<file path="src/rtl/fft_stage_sequencer.sv">
// fft_stage_sequencer
// Schedules one pipelined radix-2 butterfly through every stage of an in-place
// decimation-in-time FFT. It produces the read addresses, the twiddle index
// and the butterfly valid strobe, plus write-back addresses delayed to line up
// with the butterfly outputs. A single stall input freezes the whole schedule.
module fft_stage_sequencer #(
  parameter int N_LOG2       = 8,
  parameter int BFLY_LATENCY = 3,
  parameter int RD_LATENCY   = 1
) (
  input  logic                      clk,
  input  logic                      rst,
  input  logic                      start,
  input  logic                      stall,
  output logic                      busy,
  output logic                      done,
  output logic [$clog2(N_LOG2)-1:0] stage,
  output logic                      rd_en,
  output logic [N_LOG2-1:0]         rd_addr_a,
  output logic [N_LOG2-1:0]         rd_addr_b,
  output logic [N_LOG2-2:0]         tw_addr,
  output logic                      bfly_en,
  output logic                      bfly_valid_in,
  output logic                      wr_en,
  output logic [N_LOG2-1:0]         wr_addr_a,
  output logic [N_LOG2-1:0]         wr_addr_b
);

  // Read-to-write distance: RAM read latency plus butterfly latency.
  localparam int D  = RD_LATENCY + BFLY_LATENCY;
  localparam int SW = $clog2(N_LOG2);
  localparam int JW = N_LOG2 - 1;
  localparam int CW = $clog2(D + 1);

  localparam logic [JW-1:0] J_LAST     = '1;
  localparam logic [SW-1:0] STAGE_LAST = SW'(N_LOG2 - 1);
  localparam logic [CW-1:0] DRAIN_LAST = CW'(D - 1);

  typedef enum logic [1:0] {
    S_IDLE,
    S_RUN,
    S_DRAIN,
    S_DONE
  } state_e;

  state_e          state_q, state_d;
  logic [JW-1:0]   j_q, j_d;
  logic [SW-1:0]   stage_q, stage_d;
  logic [CW-1:0]   cnt_q, cnt_d;

  logic            rd_en_q, rd_en_d;
  logic [N_LOG2-1:0] rd_addr_a_q, rd_addr_a_d;
  logic [N_LOG2-1:0] rd_addr_b_q, rd_addr_b_d;
  logic [JW-1:0]   tw_addr_q, tw_addr_d;
  logic            busy_q, busy_d;
  logic            done_q, done_d;
  logic            bfly_valid_q, bfly_valid_d;

  logic              wr_en_pipe_q [D];
  logic              wr_en_pipe_d [D];
  logic [N_LOG2-1:0] wr_a_pipe_q  [D];
  logic [N_LOG2-1:0] wr_a_pipe_d  [D];
  logic [N_LOG2-1:0] wr_b_pipe_q  [D];
  logic [N_LOG2-1:0] wr_b_pipe_d  [D];

  logic [N_LOG2-1:0] span_mask;
  logic [N_LOG2-1:0] j_ext;
  logic [3:0]        tw_shift;

  // State register; stall freezes the schedule in place.
  // NOTE: sequential state uses non-blocking assignments so every flop samples
  // the pre-edge values of the others, regardless of statement order.
  always_ff @(posedge clk or posedge rst) begin
    if (rst) begin
      state_q <= S_IDLE;
    end else if (!stall) begin
      state_q <= state_d;
    end
  end

  // Next-state logic: butterfly counter j, stage index and drain counter.
  // NOTE: every signal gets a default at the top of a combinational block, so
  // no path leaves it unassigned and no latch is inferred.
  always_comb begin
    state_d = state_q;
    j_d     = j_q;
    stage_d = stage_q;
    cnt_d   = cnt_q;
    case (state_q)
      S_IDLE: begin
        if (start) begin
          state_d = S_RUN;
          j_d     = '0;
          stage_d = '0;
        end
      end
      S_RUN: begin
        if (j_q == J_LAST) begin
          state_d = S_DRAIN;
          cnt_d   = '0;
        end else begin
          j_d = j_q + JW'(1);
        end
      end
      S_DRAIN: begin
        if (cnt_q == DRAIN_LAST) begin
          if (stage_q == STAGE_LAST) begin
            state_d = S_DONE;
          end else begin
            state_d = S_RUN;
            stage_d = stage_q + SW'(1);
            j_d     = '0;
          end
        end else begin
          cnt_d = cnt_q + CW'(1);
        end
      end
      S_DONE: begin
        state_d = S_IDLE;
      end
      default: begin
        state_d = S_IDLE;
      end
    endcase
  end

  // Output decode from the next state, so the registered outputs line up with
  // the state they describe. Addresses hold their last value outside RUN.
  always_comb begin
    // Inserting a zero bit at position 'stage' into j gives grp*2*span + pos;
    // partner b then differs only in that bit, so OR is the same as + span.
    span_mask = (N_LOG2'(1) << stage_d) - N_LOG2'(1);
    j_ext     = {1'b0, j_d};
    tw_shift  = 4'(JW) - 4'(stage_d);

    rd_en_d      = (state_d == S_RUN);
    busy_d       = (state_d != S_IDLE);
    done_d       = (state_d == S_DONE);
    bfly_valid_d = rd_en_q;
    rd_addr_a_d  = rd_addr_a_q;
    rd_addr_b_d  = rd_addr_b_q;
    tw_addr_d    = tw_addr_q;
    if (rd_en_d) begin
      rd_addr_a_d = ((j_ext & ~span_mask) << 1) | (j_ext & span_mask);
      rd_addr_b_d = rd_addr_a_d | (N_LOG2'(1) << stage_d);
      tw_addr_d   = (j_d & span_mask[JW-1:0]) << tw_shift;
    end
  end

  // Counters and registered read-side outputs.
  always_ff @(posedge clk or posedge rst) begin
    if (rst) begin
      j_q          <= '0;
      stage_q      <= '0;
      cnt_q        <= '0;
      rd_en_q      <= 1'b0;
      rd_addr_a_q  <= '0;
      rd_addr_b_q  <= '0;
      tw_addr_q    <= '0;
      busy_q       <= 1'b0;
      done_q       <= 1'b0;
      bfly_valid_q <= 1'b0;
    end else if (!stall) begin
      j_q          <= j_d;
      stage_q      <= stage_d;
      cnt_q        <= cnt_d;
      rd_en_q      <= rd_en_d;
      rd_addr_a_q  <= rd_addr_a_d;
      rd_addr_b_q  <= rd_addr_b_d;
      tw_addr_q    <= tw_addr_d;
      busy_q       <= busy_d;
      done_q       <= done_d;
      bfly_valid_q <= bfly_valid_d;
    end
  end

  // Write-back shift pipe: read strobe and addresses delayed by D cycles.
  always_comb begin
    wr_en_pipe_d[0] = rd_en_q;
    wr_a_pipe_d[0]  = rd_addr_a_q;
    wr_b_pipe_d[0]  = rd_addr_b_q;
    for (int i = 1; i < D; i++) begin
      wr_en_pipe_d[i] = wr_en_pipe_q[i-1];
      wr_a_pipe_d[i]  = wr_a_pipe_q[i-1];
      wr_b_pipe_d[i]  = wr_b_pipe_q[i-1];
    end
  end

  // Pipe registers advance only on unstalled cycles.
  // NOTE: the pipe storage is reset too, because a reset mid-transform must not
  // let stale write strobes leak out after release.
  always_ff @(posedge clk or posedge rst) begin
    if (rst) begin
      for (int i = 0; i < D; i++) begin
        wr_en_pipe_q[i] <= 1'b0;
        wr_a_pipe_q[i]  <= '0;
        wr_b_pipe_q[i]  <= '0;
      end
    end else if (!stall) begin
      for (int i = 0; i < D; i++) begin
        wr_en_pipe_q[i] <= wr_en_pipe_d[i];
        wr_a_pipe_q[i]  <= wr_a_pipe_d[i];
        wr_b_pipe_q[i]  <= wr_b_pipe_d[i];
      end
    end
  end

  assign busy          = busy_q;
  assign done          = done_q;
  assign stage         = stage_q;
  assign rd_en         = rd_en_q;
  assign rd_addr_a     = rd_addr_a_q;
  assign rd_addr_b     = rd_addr_b_q;
  assign tw_addr       = tw_addr_q;
  assign bfly_en       = ~stall;
  assign bfly_valid_in = bfly_valid_q;
  assign wr_en         = wr_en_pipe_q[D-1];
  assign wr_addr_a     = wr_a_pipe_q[D-1];
  assign wr_addr_b     = wr_b_pipe_q[D-1];

endmodule

</file>
<file path="config.mk">
export PLATFORM = sky130hd
export DESIGN_NAME = fft_stage_sequencer
export DESIGN_NICKNAME = d
export VERILOG_FILES = /design/src/rtl/fft_stage_sequencer.sv
export SDC_FILE = /design/constraint.sdc
export NUM_CORES = 1
export LEC_CHECK = 0
export ABC_AREA = 1
export ABC_CLOCK_PERIOD_IN_PS = 4170
export CAP_MARGIN = 10
export CORE_ASPECT_RATIO = 1.2
export CORE_MARGIN = 8
export CORE_UTILIZATION = 31
export DETAILED_ROUTE_END_ITERATION = 8
export PLACE_DENSITY = 0.52
export SLEW_MARGIN = 0
export SYNTH_ARGS = -nofsm -noshare
export SYNTH_HDL_FRONTEND = slang
export SYNTH_SLANG_ARGS = --single-unit
</file>
<file path="constraint.sdc">
create_clock -name clk -period 4.17 [get_ports clk]
set_clock_uncertainty 0.05 [all_clocks]
set_input_delay 0.6255 -clock clk [delete_from_list [all_inputs] [get_ports clk]]
set_output_delay 0.6255 -clock clk [all_outputs]
set_load 0.01 [all_outputs]
</file>
==> metrics.cfg, run 1 <==
[logic_synthesis]
yosysMostFrequentCell = nand2_1
synth_warnings = 0
synth.distinct_cells = 40
synth_cells = 619
yosys-top-cells-area = dfrtp_1, nand2_1, o21ai_0, inv_1, buf_4
ys_seq_elements = 109
seq_area_frac_synth = 0.531
synth.largest_area_cell = dfrtp_1
syn_area_sq_um = 5130
synth_nets = 628
syn_area_per_cell_sq_um = 8.29
synthFlopType = dfrtp_1
async_flop_share = 1.00
synth_commonest_cells = nand2_1, dfrtp_1, o21ai_0
post-synth-top-area-fraction = 0.531
synth-edff-count = 0

[sta]
maxSlewViolCount = 0
fin_setup_tns_ns = 0
final-hold-violation-count = 0
setup_viol = 0
fin_crit_sh = 0.659
rsz0062_at_grt = false
fmax_mhz = 364
worstMarginPinSlew_ns = 0.928
period_needed_ns = 2.75
maxSlewHeadroom = 0.382
fin_ws_ns = 1.42

[global_route]
grt_max_degree = 96
grt_pass1_vias = 3980
overflow = 0
grt_pass1_wl_um = 20300
grtUsageTotal = 0.120
antenna_found_initial = 0

[min_path]
min_path_type = flop to flop

[pwr]
irDropWorstVdd_mv = 0.151
powerDensity_nw_per_um2 = 482
leakagePower_nw = 3.03

[route]
wl_per_cell_um = 13.8
postRouteAntennaNets = 0
viasPerCell = 4.49
dr_total_vias = 3870
first_pass_iters = 4
drc = 0
routed_wirelength_um = 11900
drt-initial-drc-count = 301

[place]
hpwl_um = 8220
port-buffer-count = 51
dpl_cell_area_sq_um = 5720
place_congestion = 0.828
dpl_worst_slack_ns = 1.18

[cells_and_area]
antenna_cells = 0
multiInputGateArea_sq_um = 2020
drive_above_1_share = 0.100
final_nets = 654
design_area_sq_um = 6030
num-fill-cells = 1711
ff_latch_area_sq_um = 2730
area_growth_pct = 17.5

[setup_path]
cp.arrival_ns = 2.97
critPathCaptureType = flop
required_ns = 4.39
start_kind = flop
path_max_fanout = 12
critical_path_class = flop to flop

[clock_network]
clkTransAtPathRegs_ns = 0.07
cts_root_buffer = clkbuf_16
ctsHoldBuffers = 0
numCtsBuffers = 9
clock_sinks = 109
post_cts_buffers = 0
clock_latency_ns = 0.35
clock_path_buffers = 2
cts_tree = built
h-tree-depth = 3
cts_resized = 0

[die]
fp.dieW_um = 133
boundaryPins = 52
rows = 51
start_util = 0.317
core-area_sq_um = 16200
dieArea_sq_um = 20900
die_h_um = 157

[outcome]
status = finished clean

[job]
cap_viol_max_count = 0

final timing paths:
path / start / endpoint / slack (ns) / depth (start not counted)
worst max-delay path: cnt_q[0]$_DFFE_PP0P_ / rd_addr_a[3]$_DFFE_PP0P_ / 1.42 / 15
worst min-delay path: wr_b_pipe_d[21]$_DFFE_PP0N_ / wr_b_pipe_d[13]$_DFFE_PP0N_ / 0.42 / 2
worst max register to register: cnt_q[0]$_DFFE_PP0P_ / rd_addr_a[3]$_DFFE_PP0P_ / 1.42 / 15
worst min register to register: wr_b_pipe_d[21]$_DFFE_PP0N_ / wr_b_pipe_d[13]$_DFFE_PP0N_ / 0.42 / 2
max in group asynchronous: rst / tw_addr[3]$_DFFE_PP0P_ / 2.65 / 3
min in group asynchronous: rst / wr_addr_a[5]$_DFFE_PP0N_ / 0.68 / 2
critical path: stages (launching register included):
cell     delay (ns)
dfrtp_1        0.40
ha_1           0.21
ha_1           0.23
nand2_1        0.19
nand2_1        0.09
nand3_2        0.09
nand2_4        0.11
inv_4          0.15
nand3_2        0.14
ha_1           0.32
inv_1          0.11
nand2_1        0.08
and2_1         0.15
o21ai_2        0.17
nand2_1        0.10
o21ai_0        0.08
power by group:
| part | internal (W) | total, W | switching [W] |
|---|---|---|---|
| logic | 0.000269 | 0.000625 | 0.000356 |
| clock network | 0.000503 | 0.000903 | 0.000400 |
| registers | 0.00124 | 0.00138 | 0.000136 |
| total | 0.00202 | 0.00291 | 0.000892 |
kinds of logic after synthesis:
logic type / Yosys count / share of synthesized area
adder cells (fa/ha/maj): 5 / 0.0122
XOR/XNOR: 3 / 0.00512
AND/OR/NAND/NOR: 353 / 0.299
buffers and inverters: 81 / 0.0746
flip-flops: 109 / 0.531
AO/OA/AOI/OAI: 68 / 0.0780
registers in the layout, summed over array words and instances (netlist names):
register	cells
busy	1
cnt_q	3
done	1
j_q	7
rd_addr_a	8
rd_addr_b	8
rd_en	1
stage	3
state_q	2
tw_addr	7
wr_a_pipe_d	24
wr_addr_a	8
wr_addr_b	8
wr_b_pipe_d	24
wr_en	1
wr_en_pipe_d	3
area by class of cell:
cell class,instances,share of cell area
multi-input cells,429,0.335
clock inverters,4,0.00871
clock buffers,12,0.0425
well taps,212,0.0440
flip-flops and latches,109,0.452
inverters,41,0.0263
repair buffers,55,0.0909
per-stage QoR:
stage / cells / utilization / hold WS (ns) / total power [W]
after floorplan: 619 / - / 0.392 / 0.00180
after global placement: 846 / 0.353 / 0.401 / 0.00203
after detailed placement: 846 / 0.353 / 0.404 / 0.00204
after CTS: 862 / 0.372 / 0.423 / 0.00296
after global routing: 862 / 0.372 / 0.439 / 0.00309
final: 862 / 0.372 / 0.419 / 0.00291
routing by layer:
layer  vias up  GRT usage  part of all wire
li1       1977          -                 -
met2        66      0.207              0.49
met5         -          0                 0
met1      1812      0.144              0.46
met4         0     0.0477             0.017
met3        15     0.0258             0.037
cell usage in the layout (no fill, tap or decap), drive strengths merged, types with 2 or more instances in the layout:
| master | netlist | final |
|---|---|---|
| nand2 | 297 | 297 |
| nand3 | 31 | 31 |
| clkbuf | 17 | 12 |
| o21ai | 49 | 49 |
| a21oi | 6 | 6 |
| buf | 23 | 5 |
| dfrtp | 109 | 109 |
| a41oi | 2 | 2 |
| ha | 5 | 5 |
| nor2 | 18 | 18 |
| o21a | 2 | 2 |
| clkdlybuf4s50 | 0 | 50 |
| o211ai | 2 | 2 |
| nand4 | 4 | 4 |
| inv | 41 | 43 |
| xnor2 | 2 | 2 |
Power figures use the tool's default switching activity.
==> run 2: changes to the inputs <==
- ABC_CLOCK_PERIOD_IN_PS: 4170 -> 2750
- clock period: 4.17 -> 2.75 ns (I/O delays scaled with it)
==> metrics.cfg, run 2 (synthesis gave the netlist of run 1 again) <==
[pwr]
sw_frac_of_total = 0.305  ; -0.00136
irDropWorstVdd_mv = 0.261  ; +73%
internal_power_w = 0.00300  ; +49%
leakagePower_nw = 3.06  ; +1.0%
powerDensity_nw_per_um2 = 708  ; +47%
p_switching_w = 0.00132  ; +48%
p_comb_frac = 0.220  ; +0.005
clkPwrFrac = 0.296  ; -0.015
power_frac_seq = 0.484  ; +0.009

[setup_path]
slowest_delay_ns = 0.40  ; about the same
worst_path_max_delay_cell = dfrtp_1
path_cells = ha_1, ha_1, nand2_2, buf_4, nand2_4, nand3_4, nand2_4, nor2_4, nand2_1, ha_4, inv_1, nand2_1, nand3_2, nand2_1, nand3_1, nand3_1, nand3_1, nand2_1
crit_top_cell = nand2_1
critPathBufInv = 2  ; unchanged
required_ns = 2.94  ; -1.45 ns
critPathCaptureType = flop
critical_path_class = flop to flop
path_max_fanout = 7  ; -5
crit_family = simple AND/OR/NAND/NOR gates
start_kind = flop
cp.arrival_ns = 2.67  ; -0.30 ns

[sta]
worstMarginPinSlew_ns = 0.534  ; -0.393 ns
fin_setup_tns_ns = 0  ; unchanged
setup_viol = 0  ; unchanged
rsz0062_at_grt = false
fin_crit_sh = 0.902  ; +0.243
maxSlewHeadroom = 0.644  ; +0.262
period_needed_ns = 2.48  ; -0.269 ns
final-hold-violation-count = 0  ; unchanged
fmax_mhz = 403  ; +11%
maxSlewViolCount = 0  ; unchanged

[clock_network]
clock_latency_ns = 0.35  ; about the same
numCtsBuffers = 9  ; unchanged
clkTransAtPathRegs_ns = 0.07  ; about the same
clock_path_buffers = 2  ; unchanged
clock_sinks = 109  ; unchanged
cts_tree = built
cts_root_buffer = clkbuf_16
h-tree-depth = 3  ; unchanged

[global_route]
grtUsageTotal = 0.118  ; -0.00234
grt_pass1_wl_um = 19900  ; -2.1%
antenna_found_initial = 0  ; unchanged
overflow = 0  ; unchanged
grt_max_degree = 94  ; -2.1%
grt_pass1_vias = 3929  ; -1.3%

[route]
drc = 0  ; unchanged
drt-initial-drc-count = 305  ; +1.3%
wl_per_cell_um = 13.7  ; -1.3%
first_pass_iters = 6  ; +2
routed_wirelength_um = 11900  ; -0.34%
viasPerCell = 4.53  ; +0.87%
dr_total_vias = 3940  ; +1.8%
postRouteAntennaNets = 0  ; unchanged

[die]
boundaryPins = 52  ; unchanged
die_h_um = 157  ; unchanged
fp.dieW_um = 133  ; unchanged
dieArea_sq_um = 20900  ; unchanged
start_util = 0.317  ; unchanged
core-area_sq_um = 16200  ; unchanged
rows = 51  ; unchanged

[job]
cap_viol_max_count = 0  ; unchanged

[cells_and_area]
antenna_cells = 0  ; unchanged
num-fill-cells = 1726  ; +0.88%
final_cells = 870  ; +0.93%
final_common_cell = nand2_1
ff_latch_area_sq_um = 2730  ; unchanged
final_cell_mix = nand2_1, dfrtp_1, clkdlybuf4s50_1
multiInputGateArea_sq_um = 2040  ; +0.99%
final_nets = 663  ; +1.4%
area_growth_pct = 19.1
drive_above_1_share = 0.116  ; +0.0155

[place]
dp.cells = 854  ; +0.95%
place_congestion = 0.861  ; +4.0%
hpwl_um = 8400  ; +2.2%
port-buffer-count = 51  ; unchanged

[outcome]
status = finished clean

[min_path]
min_path_type = flop to flop

[run 2: repair_timing]
item	CTS	global route
setup buffers	0	1
resized for setup	0	4
hold buffers	0	0
setup endpoints to repair	0	18
[run 2: power by group through the flow]
| stage | combinational (W) | sequential, W | clock [W] |
|---|---|---|---|
| after floorplan | 0.000637 | 0.00209 | 0 |
| after global placement | 0.000959 | 0.00212 | 0 |
| after detailed placement | 0.000970 | 0.00213 | 0 |
| after CTS | 0.000975 | 0.00210 | 0.00133 |
| after global routing | 0.00108 | 0.00213 | 0.00138 |
| final | 0.000952 | 0.00209 | 0.00128 |
[run 2: tightest hold or removal path: stages, from the launching register on]
cell,delay [ns]
dfrtp_1,0.34
nand2_1,0.05
nand2_1,0.04
[run 2: per-stage QoR]
step | hold WS [ns] | utilization | instance area, sq um | power (W) | setup WS, ns
6_report | 0.416 | 0.377 | 6110 | 0.00433 | 0.271
5_1_grt | 0.437 | 0.377 | 6110 | 0.00460 | 0.00456
4_1_cts | 0.419 | 0.375 | 6080 | 0.00441 | 0.0786
3_5_place_dp | 0.402 | 0.358 | 5800 | 0.00310 | 0.0524
3_3_place_gp | 0.404 | 0.358 | 5800 | 0.00308 | 0.132
2_1_floorplan | 0.392 | - | 5140 | 0.00273 | 0.346
[run 2: final cells by class]
| type | count | area share |
|---|---|---|
| tap | 212 | 0.0434 |
| clock inverter | 6 | 0.0104 |
| clock buffer | 9 | 0.0368 |
| multi-input combinational | 429 | 0.334 |
| inverter | 41 | 0.0262 |
| sequential | 109 | 0.446 |
| timing repair buffer | 64 | 0.103 |
[run 2: routing by layer]
layer,wire [um],vias to the layer above,global-route usage,part of all wire
li1,-,1998,-,-
met2,6150,60,0.204,0.52
met1,5160,1867,0.142,0.43
met4,203,0,0.0525,0.017
met5,0,-,0,0
met3,364,15,0.0198,0.031
[run 2: worst paths after layout]
kind	startpoint	endpoint	slack, ns	depth (start not counted)
hold / removal	wr_a_pipe_d[22]$_DFFE_PP0N_	wr_a_pipe_d[14]$_DFFE_PP0N_	0.42	2
hold reg to reg	wr_a_pipe_d[22]$_DFFE_PP0N_	wr_a_pipe_d[14]$_DFFE_PP0N_	0.42	2
setup / recovery	cnt_q[0]$_DFFE_PP0P_	tw_addr[6]$_DFFE_PP0P_	0.27	18
max in group asynchronous	rst	tw_addr[4]$_DFFE_PP0P_	1.73	3
min in group asynchronous	rst	busy$_DFFE_PP0N_	0.43	3
setup reg to reg	cnt_q[0]$_DFFE_PP0P_	tw_addr[6]$_DFFE_PP0P_	0.27	18
==> run 3: changes to the inputs <==
- PLACE_DENSITY: 0.52 -> 0.54
==> metrics.cfg, run 3 (synthesis gave the netlist of run 1 again) <==
[route]
drt-initial-drc-count = 277  ; -9.2%
wl_per_cell_um = 13.7  ; +0.48%
drc = 0  ; unchanged
dr_total_vias = 3932  ; -0.20%
viasPerCell = 4.53  ; about the same
first_pass_iters = 5  ; -1
routed_wirelength_um = 11900  ; +0.25%
postRouteAntennaNets = 0  ; unchanged

[clock_network]
clkTransAtPathRegs_ns = 0.07  ; about the same
clock_path_buffers = 2  ; unchanged
cts_root_buffer = clkbuf_16
cts_tree = built
clock_sinks = 109  ; unchanged
h-tree-depth = 3  ; unchanged
clock_latency_ns = 0.35  ; about the same
post_cts_buffers = 0  ; unchanged
numCtsBuffers = 9  ; unchanged

[sta]
maxSlewHeadroom = 0.521  ; -0.122
maxSlewViolCount = 0  ; unchanged
setup_viol = 0  ; unchanged
fmax_mhz = 398  ; -1.4%
period_needed_ns = 2.52  ; +0.0362 ns
worstMarginPinSlew_ns = 0.718  ; +0.183 ns
final-hold-violation-count = 0  ; unchanged
fin_crit_sh = 0.915  ; +0.0132
rsz0062_at_grt = false
fin_setup_tns_ns = 0  ; unchanged

[cells_and_area]
area_growth_pct = 19.3
final_cell_mix = nand2_1, dfrtp_1, clkdlybuf4s50_1
final_common_cell = nand2_1
final_nets = 660  ; -0.45%
drive_above_1_share = 0.113  ; -0.00270
final_util = 0.378  ; +0.000540
final_cells = 868  ; -0.23%
num-fill-cells = 1682  ; -2.5%
antenna_cells = 0  ; unchanged
design_area_sq_um = 6120  ; +0.14%

[setup_path]
critical_path_class = flop to flop
cp.arrival_ns = 2.73  ; +0.06 ns
start_kind = flop
critPathCaptureType = flop
path_max_fanout = 12  ; +5
required_ns = 2.97  ; +0.03 ns

[job]
cap_viol_max_count = 0  ; unchanged

[global_route]
overflow = 0  ; unchanged
grt_max_degree = 77  ; -18%
grt_pass1_vias = 3875  ; -1.4%
antenna_found_initial = 0  ; unchanged
grtUsageTotal = 0.120  ; +0.00186
grt_pass1_wl_um = 20300  ; +2.3%

[die]
fp.dieW_um = 133  ; unchanged
core-area_sq_um = 16200  ; unchanged
dieArea_sq_um = 20900  ; unchanged
die_h_um = 157  ; unchanged
boundaryPins = 52  ; unchanged
rows = 51  ; unchanged
start_util = 0.317  ; unchanged

[pwr]
powerDensity_nw_per_um2 = 722  ; +2.0%
irDropWorstVdd_mv = 0.285  ; +9.0%
leakagePower_nw = 3.06  ; about the same

[place]
dp.cells = 852  ; -0.23%
dpl_cell_area_sq_um = 5780  ; -0.26%
place_congestion = 0.860  ; -0.22%
port-buffer-count = 51  ; unchanged
hpwl_um = 8320  ; -1.0%

[min_path]
min_path_type = primary input to async pin

[outcome]
status = finished clean

[run 3: changes by cell type in the layout (fill, tap and decap cells not counted), sizes merged]
cell | previous run | this run
clkbuf | 9 | 12
inv | 41 | 42
buf | 14 | 11
clkinvlp | 3 | 1
clkinv | 2 | 1
[run 3: power breakdown]
part	total, W	switching [W]	internal (W)
sequential	0.00210	0.000210	0.00189
clock	0.00136	0.000601	0.000763
combinational	0.000956	0.000542	0.000414
[run 3: cell type report]
class / instances / area [sq um] / area share
flip-flops and latches: 109 / 2730 / 0.446
multi-input cells: 429 / 2050 / 0.335
repair buffers: 61 / 606 / 0.0989
well taps: 212 / 265 / 0.0433
clock buffers: 12 / 256 / 0.0419
inverters: 41 / 160 / 0.0262
clock inverters: 4 / 52.6 / 0.00859
[run 3: worst max-delay path, cell delays in order (launching register included)]
cell and delay [ns]:
dfrtp_1 0.40, ha_1 0.20, ha_1 0.22, nand2_2 0.13, nand2_1 0.07, nand3_2 0.11, nand2_8 0.11, nor2_4 0.15
nand2_2 0.09, ha_4 0.20, inv_1 0.07, nand2_1 0.08, and2_1 0.16, o21ai_2 0.15, nand2_1 0.13, o21ai_0 0.10
[run 3: metal layers]
metal  vias to the layer above  global-route usage  routed length, um
li1                       2001                   -                  -
met1                      1862               0.147               5310
met2                        57               0.200               5890
met3                        12              0.0297                450
met4                         0              0.0450                248
met5                         -                   0                  0
[run 3: final timing paths]
check / from / end / depth (start not counted) / slack, ns
max in group asynchronous: rst / wr_en_pipe_d[1]$_DFFE_PP0N_ / 3 / 1.69
min in group clk: wr_b_pipe_d[11]$_DFFE_PP0N_ / wr_b_pipe_d[3]$_DFFE_PP0N_ / 2 / 0.42
min reg2reg: wr_b_pipe_d[11]$_DFFE_PP0N_ / wr_b_pipe_d[3]$_DFFE_PP0N_ / 2 / 0.42
max: cnt_q[0]$_DFFE_PP0P_ / rd_addr_a[3]$_DFFE_PP0P_ / 15 / 0.23
min: rst / busy$_DFFE_PP0N_ / 2 / 0.38
max reg2reg: cnt_q[0]$_DFFE_PP0P_ / rd_addr_a[3]$_DFFE_PP0P_ / 15 / 0.23
[run 3: timing repair]
item,in CTS,in global routing
hold buffers,0,0
resized for setup,0,6
setup endpoints to repair,0,17
endpoints found under the hold margin,0,0
[run 3: through the flow]
| stage | total power [W] | setup slack (ns) | hold slack [ns] |
|---|---|---|---|
| final | 0.00442 | 0.234 | 0.376 |
| after global routing | 0.00471 | 0.0496 | 0.405 |
| after CTS | 0.00450 | 0.0353 | 0.373 |
| after detailed placement | 0.00311 | 0.00164 | 0.402 |
| after global placement | 0.00308 | 0.0547 | 0.403 |
| after floorplan | 0.00273 | 0.346 | 0.392 |
==> RTL edit 1 (settings of run 3) <==
Re-encode `state_e` (4 states) as one-hot, 4 bits wide.
--- a/src/rtl/fft_stage_sequencer.sv
+++ b/src/rtl/fft_stage_sequencer.sv
@@ -37,9 +37,9 @@
   localparam logic [CW-1:0] DRAIN_LAST = CW'(D - 1);
 
-  typedef enum logic [1:0] {
-    S_IDLE,
-    S_RUN,
-    S_DRAIN,
-    S_DONE
+  typedef enum logic [3:0] {
+    S_IDLE  = 4'b0001,
+    S_RUN   = 4'b0010,
+    S_DRAIN = 4'b0100,
+    S_DONE  = 4'b1000
   } state_e;
 
Function: same outputs for any inputs over 10 cycles, from zero or initial values and one cycle with rst high; not proved beyond that.
==> RTL edit 1 against run 3 <==
- worst setup slack improved by 22 ps
- synthesized cell count rose by 0.65%
- sequential cell count is 2 higher
- die area up 0.93%
- sequential share of layout area up 0.18 points
- total power is 17% higher
- wire length is 5.2% higher
- synthesized area is 1.0% higher
- cell area grew 1.5%
==> RTL edit 1: results (changes against run 3) <==
The cell count of the worst reg-to-reg path works out to 18 (+3). The number of synthesized register bits was 111 (+1.8%). The flow ran to the end, and the final reports show no timing, DRC or antenna violations. The max-slew headroom at the worst pin came out at 55.20% (+3.1 points).

By area the synthesized netlist is led by sky130_fd_sc_hd__dfrtp_1, sky130_fd_sc_hd__nand2_1, sky130_fd_sc_hd__o21ai_0. The share of cell area taken by multi-input logic gates works out to 32.55% (-0.99 points). For the wire length reported by the detailed router, the log shows 12.52 mm (+5.2%). For the setup slack of the worst register-to-register path, the log shows 260 ps (+20 ps). After synthesis, the most frequently instantiated cells are sky130_fd_sc_hd__nand2_1, sky130_fd_sc_hd__dfrtp_1, sky130_fd_sc_hd__o21ai_0. Xor-xnor portion of the synthesized cell area: 0.1689% (-0.34 points). The critical register-to-register path endpoint was rd_addr_a[6]. The tools report the routability-driven placement congestion ratio as 0.8476 (-1.4%). The tools report the power dissipated in sequential cells as 2260 uW (+8%). The tools report the layout net count as 669 (+1.4%). The part of the power in the clock network was 26.7% (-4.2 points); the number of global-route vias before repair was 4,072 (+5.1%).

Detailed-router iteration count before antenna repair: 4 (-1). The number of non-clock inverters in the layout is 48 (+17%), and the number of DRC violations after detailed-routing iteration 0 is 361 (+30%). Final-layout worst hold slack: 337.0 ps (-38.93 ps).

The share of post-route cells with drive strength above 1 came out at 12.03% (+0.75 points). The final routed wire length divided by cell count is 14.22 um (+3.6%). The final setup TNS was 0 ps (unchanged). The maximum fanout count along the critical path is 9 (-3). The sequential element share of the synthesized area was 53.58% (+0.44 points). The global-route usage over all layers was 12.42% (+0.42 points); the post-synthesis adder-cell area fraction was 1.206% (-0.013 points).

The synthesized instance count came out at 623 (+0.65%). The total of plain and repair buffers excluding clock buffers works out to 67 (+9.8%). The portion of the layout cell area used by non-clock buffers works out to 10.27% (+0.38 points). For the largest vdd supply drop, the log shows 0.2969 mV (+4.3%).

The tools report the cell area after synthesis as 5186 um^2 (+1.0%). The logs give 1,768 (+5.1%) for the number of fill cells in the layout and 0.003080 uW (+0.60%) for the total leakage power. The fraction of area in registers works out to 44.74% (+0.18 points). The final HPWL from detailed placement came out at 8.733 mm (+5.0%). The placement-stage cell area is 5857 um^2 (+1.3%). The power per cell area is 828.5 nW/um^2 (+15%). The internal power summed over all cells is 3367 uW (+9.9%), and the wire length of the first global-routing pass is 21.08 mm (+3.7%).

The tools report the number of combinational gates with multiple inputs as 423 (-1.4%). From synthesis to final layout, the design area changed by 19.76%. For the number of instances in the placed design, the log shows 864 (+1.4%).

The tools report the arrival time of data at the critical path endpoint as 2720 ps (about the same). The pre-CTS setup slack was 51.57 ps (+49.93 ps); the compound-gate portion of the synthesized area was 9.095% (+1.3 points). The net count of the mapped netlist is 632 (+0.64%), and the via count normalized by instance count is 4.612 (+1.8%).

The final period utilization works out to 90.69% (-0.79 points).
## RTL edit 1: cell count changes after synthesis, sizes merged, moves of 3 or more
cell           run 3  this run
nand2            297       278
inv               41        46
nor2              18        23
o21ai             49        54
o211ai             2         6
nand4              4         7
o22ai              1         4
## RTL edit 1: worst max-delay path, delay by kind of cell (launching register included)
family,cells,cell delay (ps)
simple gates,11,1140
flops,1,400
fa+ha+maj,2,400
buf+inv,3,310
compound gates,2,110
## RTL edit 1: repair_timing
| item | CTS | global route |
|---|---|---|
| resized for setup | 0 | 7 |
| hold endpoints to repair | 0 | 0 |
| setup buffers | 0 | 1 |
| setup endpoints to repair | 0 | 14 |
| hold buffers | 0 | 0 |
## RTL edit 1: routing by layer
layer	share of wire, %	track usage [%]
met5	0	0
met4	1.7	4.981
met3	3.8	2.317
met2	48	20.71
met1	47	15.57
==> RTL edit 2 (config.mk and constraints of run 3) <==
Made on the original files. `N_LOG2`: 8 -> 9.
--- a/src/rtl/fft_stage_sequencer.sv
+++ b/src/rtl/fft_stage_sequencer.sv
@@ -5,5 +5,5 @@
 // with the butterfly outputs. A single stall input freezes the whole schedule.
 module fft_stage_sequencer #(
-  parameter int N_LOG2       = 8,
+  parameter int N_LOG2       = 9,
   parameter int BFLY_LATENCY = 3,
   parameter int RD_LATENCY   = 1
Interface: changed (6 resized); port bits go from 52 to 58. No check against the original RTL was run, so the function may have changed too.
==> RTL edit 2 against run 3 <==
- worst setup slack worse by 110 ps
- synthesized area rose by 17%
- first-iteration DRC count shrank 9.0%
- non-clock buffer count increased by 64
- sequential cell count is 13 higher
- total power is 22% higher
- core utilization rose by 5.0 points
- wire length grew 26%
- die area grew 15%
- cell area rose by 32%
- fmax shrank 4.0%
- largest cell class unchanged
==> RTL edit 2: results (changes against run 3) <==
The total CTS buffers was 17 (+8); the detailed-router iteration count before antenna repair was 4 (-1). Total leakage power: 0.003955 uW (+29%). The number of buffers added on ports is 57 (+12%), and the transition time at the pin with the least slew margin is 530.1 ps (-187.7 ps).

The logs give 5,004 (+29%) for the number of global-route vias before repair and 4 (+1) for the maximum level of the CTS H-tree. For the pre-CTS setup slack, the log shows -341.1 ps (-342.7 ps). The tools report the power share of the sequential group as 41.6% (-5.9 points). Mean post-synth cell area: 7.954 um^2 (-4.1%).

For the final HPWL from detailed placement, the log shows 10.47 mm (+26%). After synthesis, the cell types taking the most area are sky130_fd_sc_hd__dfrtp_1, sky130_fd_sc_hd__nand2_1, sky130_fd_sc_hd__o21ai_0. The logs give 252 (-9.0%) for the number of DRC violations after detailed-routing iteration 0 and 24,040 um^2 (+15%) for the die area. The maximum number of pins on one net before global-route repair was 97 (+26%); the number of instances in the placed design was 1,081 (+27%).

The critical path data required time is 3000 ps (+30 ps). Sorting the synthesized cells by how often they occur yields sky130_fd_sc_hd__nand2_1, sky130_fd_sc_hd__dfrtp_1, sky130_fd_sc_hd__o21ai_0. The clock network power came out at 2280 uW (+68%). The clock latency at the later pin of the worst-skew pair is 410 ps (+60 ps). The number of fill cells in the layout was 1,917 (+14%); the largest vdd supply drop was 0.3687 mV (+30%). The run finished with clean final reports. The maximum fanout count along the critical path works out to 4 (-8). The switching part of the total power came out at 26.94% (-3.7 points). The logs give 769 (+22%) for the net count of the mapped netlist and 869 (+32%) for the layout net count. Xor-xnor portion of the synthesized cell area: 0.4387% (-0.073 points). The placement-stage cell area came out at 7172 um^2 (+24%). The logs give 1 (+1) for the post-CTS setup buffer count and 14.98 mm (+26%) for the wire length reported by the detailed router. The via count normalized by instance count is 4.412 (-2.6%), and the cell count of the worst reg-to-reg path is 22 (+7). The global-route usage over all layers is 13.15% (+1.2 points), and the switching power is 1445 uW (+6.9%).

The share of post-route cells with drive strength above 1 works out to 20.79% (+9.5 points). Number of gates resized after cts: 15 (+15). The sequential element share of the synthesized area is 50.97% (-2.2 points), and the number of unique standard cell types used by synthesis is 35 (-13%). The fraction of synthesis flops using an asynchronous set or reset pin came out at 100.0% (unchanged). The final routed wire length divided by cell count works out to 13.35 um (-2.7%).
[RTL edit 2: cell types whose count changed after synthesis, moves of 7 or more]
cell / change
sky130_fd_sc_hd__nand3_1: +20
sky130_fd_sc_hd__o21ai_0: +15
sky130_fd_sc_hd__nor2_1: +13
sky130_fd_sc_hd__inv_2: +7
sky130_fd_sc_hd__dfrtp_1: +13
sky130_fd_sc_hd__inv_1: +15
sky130_fd_sc_hd__nand2_1: +34
sky130_fd_sc_hd__ha_1: +7
[RTL edit 2: path summary, 6_finish.rpt]
kind	start	end	slack (ps)
max in group asynchronous	rst	wr_a_pipe_d[25]	1660
min reg2reg	wr_a_pipe_d[15]	wr_a_pipe_d[6]	410
max reg2reg	cnt_q[1]	tw_addr[6]	130
max	cnt_q[1]	tw_addr[6]	130
min in group clk	stall	busy	340
min	rst	wr_b_pipe_d[15]	330
[RTL edit 2: cells by family (layout without fill, tap and decap cells)]
logic type | count (synthesis) | in the layout
and+or+nand+nor | 416 | 416
DFF | 122 | 122
buffers and inverters | 108 | 221
AOI/OAI and AO/OA | 92 | 92
adders and majority gates | 12 | 12
xor gates and xnor gates | 3 | 3
[RTL edit 2: cell type report]
| cell class | count | area [um^2] | area share (%) |
|---|---|---|---|
| Sequential cell | 122 | 3054 | 37.72 |
| Multi-Input combinational cell | 523 | 2714 | 33.52 |
| Timing Repair Buffer | 125 | 1156 | 14.28 |
| Clock buffer | 22 | 464.2 | 5.733 |
| Tap cell | 256 | 320.3 | 3.956 |
| Inverter | 64 | 246.5 | 3.044 |
| Clock inverter | 10 | 141.4 | 1.746 |
[RTL edit 2: per-layer routing]
layer  GRT usage [%]  share of wire [%]
met4           6.157                2.8
met1           15.48                 44
met3           3.084                3.8
met2           22.14                 49
met5               0                  0
